## config.mk

```make
export PLATFORM = sky130hd
export DESIGN_NAME = mem_access_unit
export DESIGN_NICKNAME = d
export VERILOG_FILES = /design/src/rtl/mem_access_unit_pkg.sv /design/src/rtl/mem_lane_align.sv /design/src/rtl/mem_access_unit.sv
export SDC_FILE = /design/constraint.sdc
export NUM_CORES = 1
export LEC_CHECK = 0
export ABC_AREA = 1
export CORE_MARGIN = 2
export CORE_UTILIZATION = 48
export CTS_CLUSTER_DIAMETER = 30
export DETAILED_ROUTE_END_ITERATION = 8
export PLACE_DENSITY = 0.82
export SETUP_SLACK_MARGIN = 0.5
export SKIP_CTS_REPAIR_TIMING = 1
export SYNTH_ARGS = -nofsm -noshare
export SYNTH_HDL_FRONTEND = slang
export SYNTH_SLANG_ARGS = --single-unit
```

## constraint.sdc

```tcl
create_clock -name clk -period 15.5 [get_ports clk]
set_input_delay 4.65 -clock clk [delete_from_list [all_inputs] [get_ports clk]]
set_output_delay 4.65 -clock clk [all_outputs]
set_load 0.05 [all_outputs]
```

## src/rtl/mem_access_unit_pkg.sv

```systemverilog
// Shared encodings for the MEM-stage access unit: request size codes, FSM
// states and the default RAM window size.
package mem_access_unit_pkg;

  localparam logic [1:0] SZ_BYTE = 2'b00;
  localparam logic [1:0] SZ_HALF = 2'b01;
  localparam logic [1:0] SZ_WORD = 2'b10;
  localparam logic [1:0] SZ_RSVD = 2'b11;

  localparam int RAM_REGION_BITS_DEFAULT = 10;

  typedef enum logic [0:0] {
    ST_IDLE   = 1'b0,
    ST_RMW_WR = 1'b1
  } state_t;

  // The reserved size code behaves exactly like a word access.
  function automatic logic [1:0] norm_size(input logic [1:0] size);
    return (size == SZ_RSVD) ? SZ_WORD : size;
  endfunction

endpackage

```

## src/rtl/mem_lane_align.sv

```systemverilog
// Combinational lane logic: load extract + sign/zero extend, and store
// replicate / read-modify-write merge of a sub-word into a bus word.
module mem_lane_align
  import mem_access_unit_pkg::*;
(
  input  logic [1:0]  size,
  input  logic        sign_ext,
  input  logic [1:0]  lane,
  input  logic [31:0] rdata,
  input  logic [31:0] wdata,
  output logic [31:0] load_word,
  output logic [31:0] replicated_word,
  output logic [31:0] merged_word
);

  logic [7:0]  byte_val;
  logic [15:0] half_val;
  logic [3:0]  lane_hit;

  always_comb begin
    byte_val  = rdata[{lane, 3'b000} +: 8];
    half_val  = lane[1] ? rdata[31:16] : rdata[15:0];
    load_word = rdata;
    case (size)
      SZ_BYTE: load_word = {{24{sign_ext & byte_val[7]}}, byte_val};
      SZ_HALF: load_word = {{16{sign_ext & half_val[15]}}, half_val};
      default: load_word = rdata;
    endcase
  end

  always_comb begin
    replicated_word = wdata;
    lane_hit        = 4'b1111;
    case (size)
      SZ_BYTE: begin
        replicated_word = {4{wdata[7:0]}};
        lane_hit        = 4'b0000;
        lane_hit[lane]  = 1'b1;
      end
      SZ_HALF: begin
        replicated_word = {2{wdata[15:0]}};
        lane_hit        = lane[1] ? 4'b1100 : 4'b0011;
      end
      default: begin
        replicated_word = wdata;
        lane_hit        = 4'b1111;
      end
    endcase
  end

  // Replicated data already sits in every lane, so the merge is a per-lane pick.
  genvar gi;
  generate
    for (gi = 0; gi < 4; gi++) begin : g_merge
      assign merged_word[8*gi +: 8] = lane_hit[gi] ? replicated_word[8*gi +: 8]
                                                   : rdata[8*gi +: 8];
    end
  endgenerate

endmodule

```

## src/rtl/mem_access_unit.sv

```systemverilog
// MEM-stage front end: maps byte/half/word CPU loads and stores onto a
// word-only bus, with read-modify-write for sub-word RAM stores.
module mem_access_unit
  import mem_access_unit_pkg::*;
#(
  parameter int RAM_REGION_BITS = RAM_REGION_BITS_DEFAULT
) (
  input  logic        clk,
  input  logic        reset,
  input  logic        req_valid,
  input  logic        req_wr,
  input  logic [1:0]  req_size,
  input  logic        req_signed,
  input  logic [31:0] req_addr,
  input  logic [31:0] req_wdata,
  output logic        stall,
  output logic [31:0] load_data,
  output logic        load_valid,
  output logic        misalign_exc,
  output logic [31:0] bad_addr,
  output logic        mem_rd,
  output logic        mem_wr,
  output logic [31:0] mem_addr,
  output logic [31:0] mem_wdata,
  input  logic [31:0] mem_rdata
);

  state_t      state_reg, state_next;
  logic [1:0]  size_eff;
  logic        misaligned, is_ram, sub_word;
  logic        accept, do_load, do_store, rmw_start, misalign_hit;
  logic [31:0] word_addr;
  logic [31:0] load_word, replicated_word, merged_word;

  logic [31:0] load_data_reg;
  logic        load_valid_reg;
  logic        misalign_exc_reg;
  logic [31:0] bad_addr_reg;
  logic [31:0] rmw_addr_reg;
  logic [31:0] rmw_data_reg;

  assign size_eff   = norm_size(req_size);
  assign misaligned = ((size_eff == SZ_HALF) && req_addr[0]) ||
                      ((size_eff == SZ_WORD) && (req_addr[1:0] != 2'b00));
  assign is_ram     = (req_addr[31:RAM_REGION_BITS] == '0);
  assign sub_word   = (size_eff != SZ_WORD);
  assign word_addr  = {req_addr[31:2], 2'b00};

  // Requests arriving during RMW_WR belong to the bubble slot and are dropped.
  assign accept       = (state_reg == ST_IDLE) && req_valid;
  assign misalign_hit = accept && misaligned;
  assign do_load      = accept && !misaligned && !req_wr;
  assign do_store     = accept && !misaligned && req_wr;
  assign rmw_start    = do_store && sub_word && is_ram;

  mem_lane_align u_lane_align (
    .size            (size_eff),
    .sign_ext        (req_signed),
    .lane            (req_addr[1:0]),
    .rdata           (mem_rdata),
    .wdata           (req_wdata),
    .load_word       (load_word),
    .replicated_word (replicated_word),
    .merged_word     (merged_word)
  );

  always_ff @(posedge clk or posedge reset) begin
    if (reset) begin
      state_reg <= ST_IDLE;
    end else begin
      state_reg <= state_next;
    end
  end

  always_comb begin
    state_next = state_reg;
    case (state_reg)
      ST_IDLE:   state_next = rmw_start ? ST_RMW_WR : ST_IDLE;
      ST_RMW_WR: state_next = ST_IDLE;
      default:   state_next = ST_IDLE;
    endcase
  end

  // Bus strobes are gated by reset so an interrupted RMW never writes.
  always_comb begin
    mem_rd    = 1'b0;
    mem_wr    = 1'b0;
    stall     = 1'b0;
    mem_addr  = word_addr;
    mem_wdata = replicated_word;
    if (reset) begin
      mem_addr  = '0;
      mem_wdata = '0;
    end else begin
      case (state_reg)
        ST_IDLE: begin
          if (do_load) begin
            mem_rd = 1'b1;
          end else if (rmw_start) begin
            mem_rd = 1'b1;
            stall  = 1'b1;
          end else if (do_store) begin
            mem_wr = 1'b1;
          end
        end
        ST_RMW_WR: begin
          mem_wr    = 1'b1;
          mem_addr  = rmw_addr_reg;
          mem_wdata = rmw_data_reg;
        end
        default: begin
          mem_rd = 1'b0;
        end
      endcase
    end
  end

  always_ff @(posedge clk or posedge reset) begin
    if (reset) begin
      load_data_reg    <= '0;
      load_valid_reg   <= 1'b0;
      misalign_exc_reg <= 1'b0;
      bad_addr_reg     <= '0;
      rmw_addr_reg     <= '0;
      rmw_data_reg     <= '0;
    end else begin
      load_valid_reg   <= do_load;
      misalign_exc_reg <= misalign_hit;
      if (do_load) begin
        load_data_reg <= load_word;
      end
      if (misalign_hit) begin
        bad_addr_reg <= req_addr;
      end
      if (rmw_start) begin
        rmw_addr_reg <= word_addr;
        rmw_data_reg <= merged_word;
      end
    end
  end

  assign load_data    = load_data_reg;
  assign load_valid   = load_valid_reg;
  assign misalign_exc = misalign_exc_reg;
  assign bad_addr     = bad_addr_reg;

endmodule

```

Yosys cells after proc, flatten, opt, wreduce, memory -nomap -nowiden --
Index checks and enable logic that the tools add are counted.
Storage, ports and cells: flip-flop bits (word level) 129, bits in latches 0, bits in writable memories 0, bits in read-only memories 0, input bits 103, output and inout bits 133, word-level logic and storage cells 62, memories kept 0
Operators by class: add/sub/neg operators 0, multiply operators 0, div/mod/pow operators 0, $lt $le $gt $ge 2, equal/unequal tests 4, shift operators 1, muxes and demuxes 29, bitwise logic cells 3, reductions and logical operators 16
Operator list (count):
- two-way mux 32 bit | 4
- one-hot mux 32 bit (2 select lines) | 2
- two-way mux 8 bit | 4
- variable part select 32 x 6 -> 8 bit | 1
- logical NOT 22 bit | 1
- two-way mux 16 bit | 1
- two-way mux 1 bit | 12
- logical AND 1 bit | 10
- one-hot mux 4 bit (2 select lines) | 1
- == test 2 bit, second input constant | 2
- two-way mux 4 bit | 1
- one-hot mux 1 bit (2 select lines) | 2
- less-than comparator 2 x 3 -> 1 bit, second input constant | 1
- AND 1 bit | 2
- demux 1 bit (select 2 bit) | 1
- == test 2 x 1 -> 1 bit, second input constant | 1
- >= comparator 2 x 1 -> 1 bit, second input constant | 1
- logical NOT 1 bit | 2
- logical NOT 2 bit | 1
- two-way mux 2 bit | 1
- != test 2 bit, second input constant | 1
- nonzero test 2 bit | 1
- logical OR 1 bit | 1
- inverter 1 bit | 1

Depth between registers and ports, before layout --
word-level depth 14, mapped depth 11

By module --
From an unflattened synthesis, not the netlist that was laid out.
Second synthesis, totals: cells, all modules 1070, area total of the unflattened synthesis 7477.2 um2
Modules (own cells, without submodules):
- mem_access_unit | times used 1, cells each 749, area each 5861.9 um2, sequential area each 3228.1 um2
- mem_lane_align | times used 1, cells each 321, area each 1615.3 um2, sequential area each 0.0 um2

Least setup slack after synthesis --
OpenSTA, ideal clock, no wires.
kind input-to-output, start input reset, end output mem_addr[4], data arrival time 10103 ps, slack 747 ps, stages 5, cell sequence inv_1 -> clkbuf_1 -> clkbuf_1 -> o21ai_0 -> nor2_1
Between the ends: word-level cells in the longest chain between the ends 1
Ends and longest elaborated chain:
- start, declared | line mem_access_unit.sv:9 | input logic reset,
- two-way mux 32 bit | line mem_access_unit.sv:91 | if (reset) begin
- end, declared | line mem_access_unit.sv:23 | output logic [31:0] mem_addr,
No other way between the ends.

Worst setup path in the final report --
start input req_addr[0], end output mem_rd
Between the ends: word-level cells in the longest chain between the ends 12
Ends and longest elaborated chain:
- start, declared | line mem_access_unit.sv:14 | input logic [31:0] req_addr,
- nonzero test 2 bit | line mem_access_unit.sv:44 | ((size_eff == SZ_WORD) && (req_addr[1:0] != 2'b00));
- logical AND 1 bit | line mem_access_unit.sv:44
- logical OR 1 bit * | line mem_access_unit.sv:43 | assign misaligned = ((size_eff == SZ_HALF) && req_addr[0]) ||
- logical NOT 1 bit * | line mem_access_unit.sv:52, mem_access_unit.sv:53
- logical AND 1 bit * | line mem_access_unit.sv:52, mem_access_unit.sv:53
- logical AND 1 bit | line mem_access_unit.sv:53 | assign do_store = accept && !misaligned && req_wr;
- logical AND 1 bit (2 in series) | line mem_access_unit.sv:54 | assign rmw_start = do_store && sub_word && is_ram;
- two-way mux 1 bit | line mem_access_unit.sv:99 | end else if (rmw_start) begin
- two-way mux 1 bit * | line mem_access_unit.sv:97 | if (do_load) begin
- two-way mux 1 bit * | line mem_access_unit.sv:95 | case (state_reg)
- two-way mux 1 bit * | line mem_access_unit.sv:91
- end, declared | line mem_access_unit.sv:21 | output logic mem_rd,
Mark *: on every way between the ends. The rest lies on a longest branch, timed or not.

==> PnR_summary.wiki <==
{| class="wikitable"
! Metric !! Value
|-
| Via count of the first global-routing pass || 7454
|-
| Critical Path Sink Type || output port
|-
| Layout Cells excl Fill || 1572
|-
| Placement Cell Area || 9940 sq um
|-
| Number of vias per cell after detailed routing || 5.16
|-
| Worst-case clock skew || 5.51 ps
|-
| Final Hold Fails || 0
|-
| Final core utilization || 0.671
|-
| Layout area overhead || 38.6%
|-
| Relative slew margins || 0.301
|-
| Total die area || 16900 sq um
|-
| Total Nets Final || 1445
|-
| Worst-path fanout max || 43
|-
| Clock transition at path regs || 60 ps
|-
| Cell count after placement || 1539
|-
| Number of max-slew violations in the final report || 0
|-
| Final setup fails || 0
|-
| Part of the Yosys area used for sequential elements || 0.424
|-
| Sum Neg Setup Slack || 0 ps
|-
| Class of the most critical hold timing path || reg2reg
|-
| Number of placement rows || 46
|-
| Starting utilization of the core area || 0.484
|-
| Power share of the combinational group || 0.320
|-
| Kind of start point of the critical path || input port
|-
| Maximum count of clock buffers along a single path || 2
|-
| Endpoint required time on the critical path || 10850 ps
|-
| Cells after synthesis || 1151
|-
| Slowest stage cell on the critical path || clkdlybuf4s50_1
|-
| Critical path launch point || req_addr[0]
|-
| Timing-limited maximum frequency || 0.0765 GHz
|-
| Sequential cell fraction of total power || 0.325
|-
| Level count of the clock H-tree || 4
|-
| GRT overflow || 0
|-
| Insertion delay of the later-clocked pin in the worst-skew pair || 430 ps
|-
| Number of I/O pins || 236
|-
| Violation count after the first detailed-routing iteration || 780
|-
| Switching power of the nets || 447 uW
|-
| Leakage power || 5.59 nW
|-
| Wire length per cell after detailed routing || 16.2 microns
|-
| Worst-Margin Slew || 1050 ps
|-
| Clock power share || 0.355
|-
| Detailed-routing iteration count for the pre-antenna-repair pass || 5
|-
| Final worst-path cycle share || 0.843
|-
| Most common cell after layout, fill and taps aside || nand2_1
|-
| Count of yosys warnings during synthesis || 0
|-
| Die X-Extent || 130 microns
|-
| Largest stage delay, worst path || 830 ps
|-
| Port Buf Inserts || 233
|-
| Number of synthesized register bits || 129
|-
| Post-synthesis instance area || 7610 sq um
|-
| Power density relative to cell area || 112 nW/um^2
|-
| Clock Sinks || 129
|-
| Setup repair after global routing missed its margin || no
|-
| Placeable core region || 15700 sq um
|-
| Root buffer cell || clkbuf_16
|-
| Largest net degree at the start of global routing || 130
|-
| Remaining routing DRC violations || 0
|-
| Shortest period the worst path allows || 13070 ps
|-
| First-pass GRT wire length || 39.2 mm
|-
| Result of the run || finished, final reports clean
|-
| Detailed placement HPWL || 17.8 mm
|-
| Total detailed-routing wirelength || 25.5 mm
|-
| Library cells used by synthesis || 27
|-
| Critical path cell sequence || clkdlybuf4s50_1 > inv_2 > nand2_4 > nand2_1 > nand2_1 > nor2_4 > buf_4 > nand2_2 > a21oi_2 > clkdlybuf4s50_1
|-
| Worst voltage drop across the vdd grid || 0.0000854 V
|-
| Detail Route Antenna Nets || 0
|-
| Switching share of power || 0.377
|-
| Weighted congestion at the end of routability-driven global placement || 0.968
|-
| Classification of the worst setup path || in2out
|-
| CP Data Arrival Time || 8420 ps
|-
| Clock buffer count from CTS || 17
|-
| Tot GR Track Use || 0.302
|-
| Share of layout cells above drive strength 1 || 0.0531
|-
| Origin of the critical flop-to-flop path || state_reg
|-
| Initial antenna violation count || 2
|-
| Overall via count from detail_route || 8116
|-
| Internal Power || 739 uW
|-
| Mean post-synth cell area || 6.61 sq um
|-
| Family with the most delay on the worst path || buffers and inverters
|-
| Launch instance of the worst min-delay path || rmw_data_reg[31]
|-
| Summed area of non-filler cells in the final layout || 10500 sq um
|-
| Number of buffers and inverters on the critical path || 4
|-
| TritonCTS clock tree || built
|-
| Number of maximum-capacitance constraint violations || 0
|-
| Commonest cells after routing, fill and taps aside || 397 x nand2_1, 232 x clkdlybuf4s50_1, 133 x nor2_1
|-
| Vert. Die Dim || 130 microns
|}
## final cells by class
cell class,count,area (sq um)
Fill cell,1394,5160
Clock inverter,15,185
Antenna cell,1,2.50
Clock buffer,17,425
Tap cell,216,270
Multi-Input combinational cell,829,3570
Inverter,123,467
Timing Repair Buffer,242,2390
Sequential cell,129,3230
## synth_stat cells (all sizes together)
| cell type | n | area share |
|---|---|---|
| nor2 | 137 | 0.070 |
| conb | 1 | 0.00049 |
| dfrtp | 129 | 0.42 |
| a21oi | 51 | 0.034 |
| clkbuf | 24 | 0.012 |
| inv | 123 | 0.061 |
| nand3 | 86 | 0.059 |
| or2 | 16 | 0.013 |
| nand2 | 402 | 0.20 |
| a21boi | 9 | 0.0089 |
| buf | 47 | 0.034 |
| o21ai | 126 | 0.083 |
## path summary, 6_finish.rpt
kind	to	slack, ps	depth (start not counted)
max	mem_rd	2430	10
min	rmw_data_reg[31]	470	2
max reg2reg	rmw_addr_reg[10]	12780	7
min reg2reg	rmw_data_reg[31]	470	2
max in group asynchronous	load_data[16]	8840	3
min in group asynchronous	bad_addr[10]	5590	2
## metal layers
layer | vias up | part of all wire | global-route usage
met4 | 4 | 0.026 | 0.113
met2 | 384 | 0.46 | 0.476
met3 | 55 | 0.097 | 0.0722
met1 | 3722 | 0.41 | 0.406
li1 | 3951 | - | -
met5 | - | 0.0021 | 0
## stage by stage
stage	power (mW)	hold slack (ps)	setup WS, ps
after floorplan	0.626	437	747
after global placement	0.765	449	2560
after detailed placement	0.768	458	2510
after CTS	1.19	473	2500
after global routing	1.23	487	2200
final	1.19	472	2430
## cell families (layout without fill, tap and decap cells)
kind of cell    count (synthesis)  after routing  share of synthesized area
buf+inv                       194            397                      0.107
other cells                     1              3                   0.000493
flops                         129            129                      0.424
simple gates                  641            641                      0.342
compound gates                186            186                      0.126
## power groups by stage
stage | combinational (mW) | sequential (mW) | clock (mW)
after floorplan | 0.128 | 0.498 | 0
after global placement | 0.375 | 0.390 | 0
after detailed placement | 0.378 | 0.390 | 0
after CTS | 0.380 | 0.385 | 0.423
after global routing | 0.403 | 0.389 | 0.439
final | 0.379 | 0.385 | 0.421
## tightest hold or removal path, cell delays in order (launching register included)
cell and delay, ps:
dfrtp_1 340, nand2_1 50, nand2_1 40
Power figures use the tool's default switching activity.
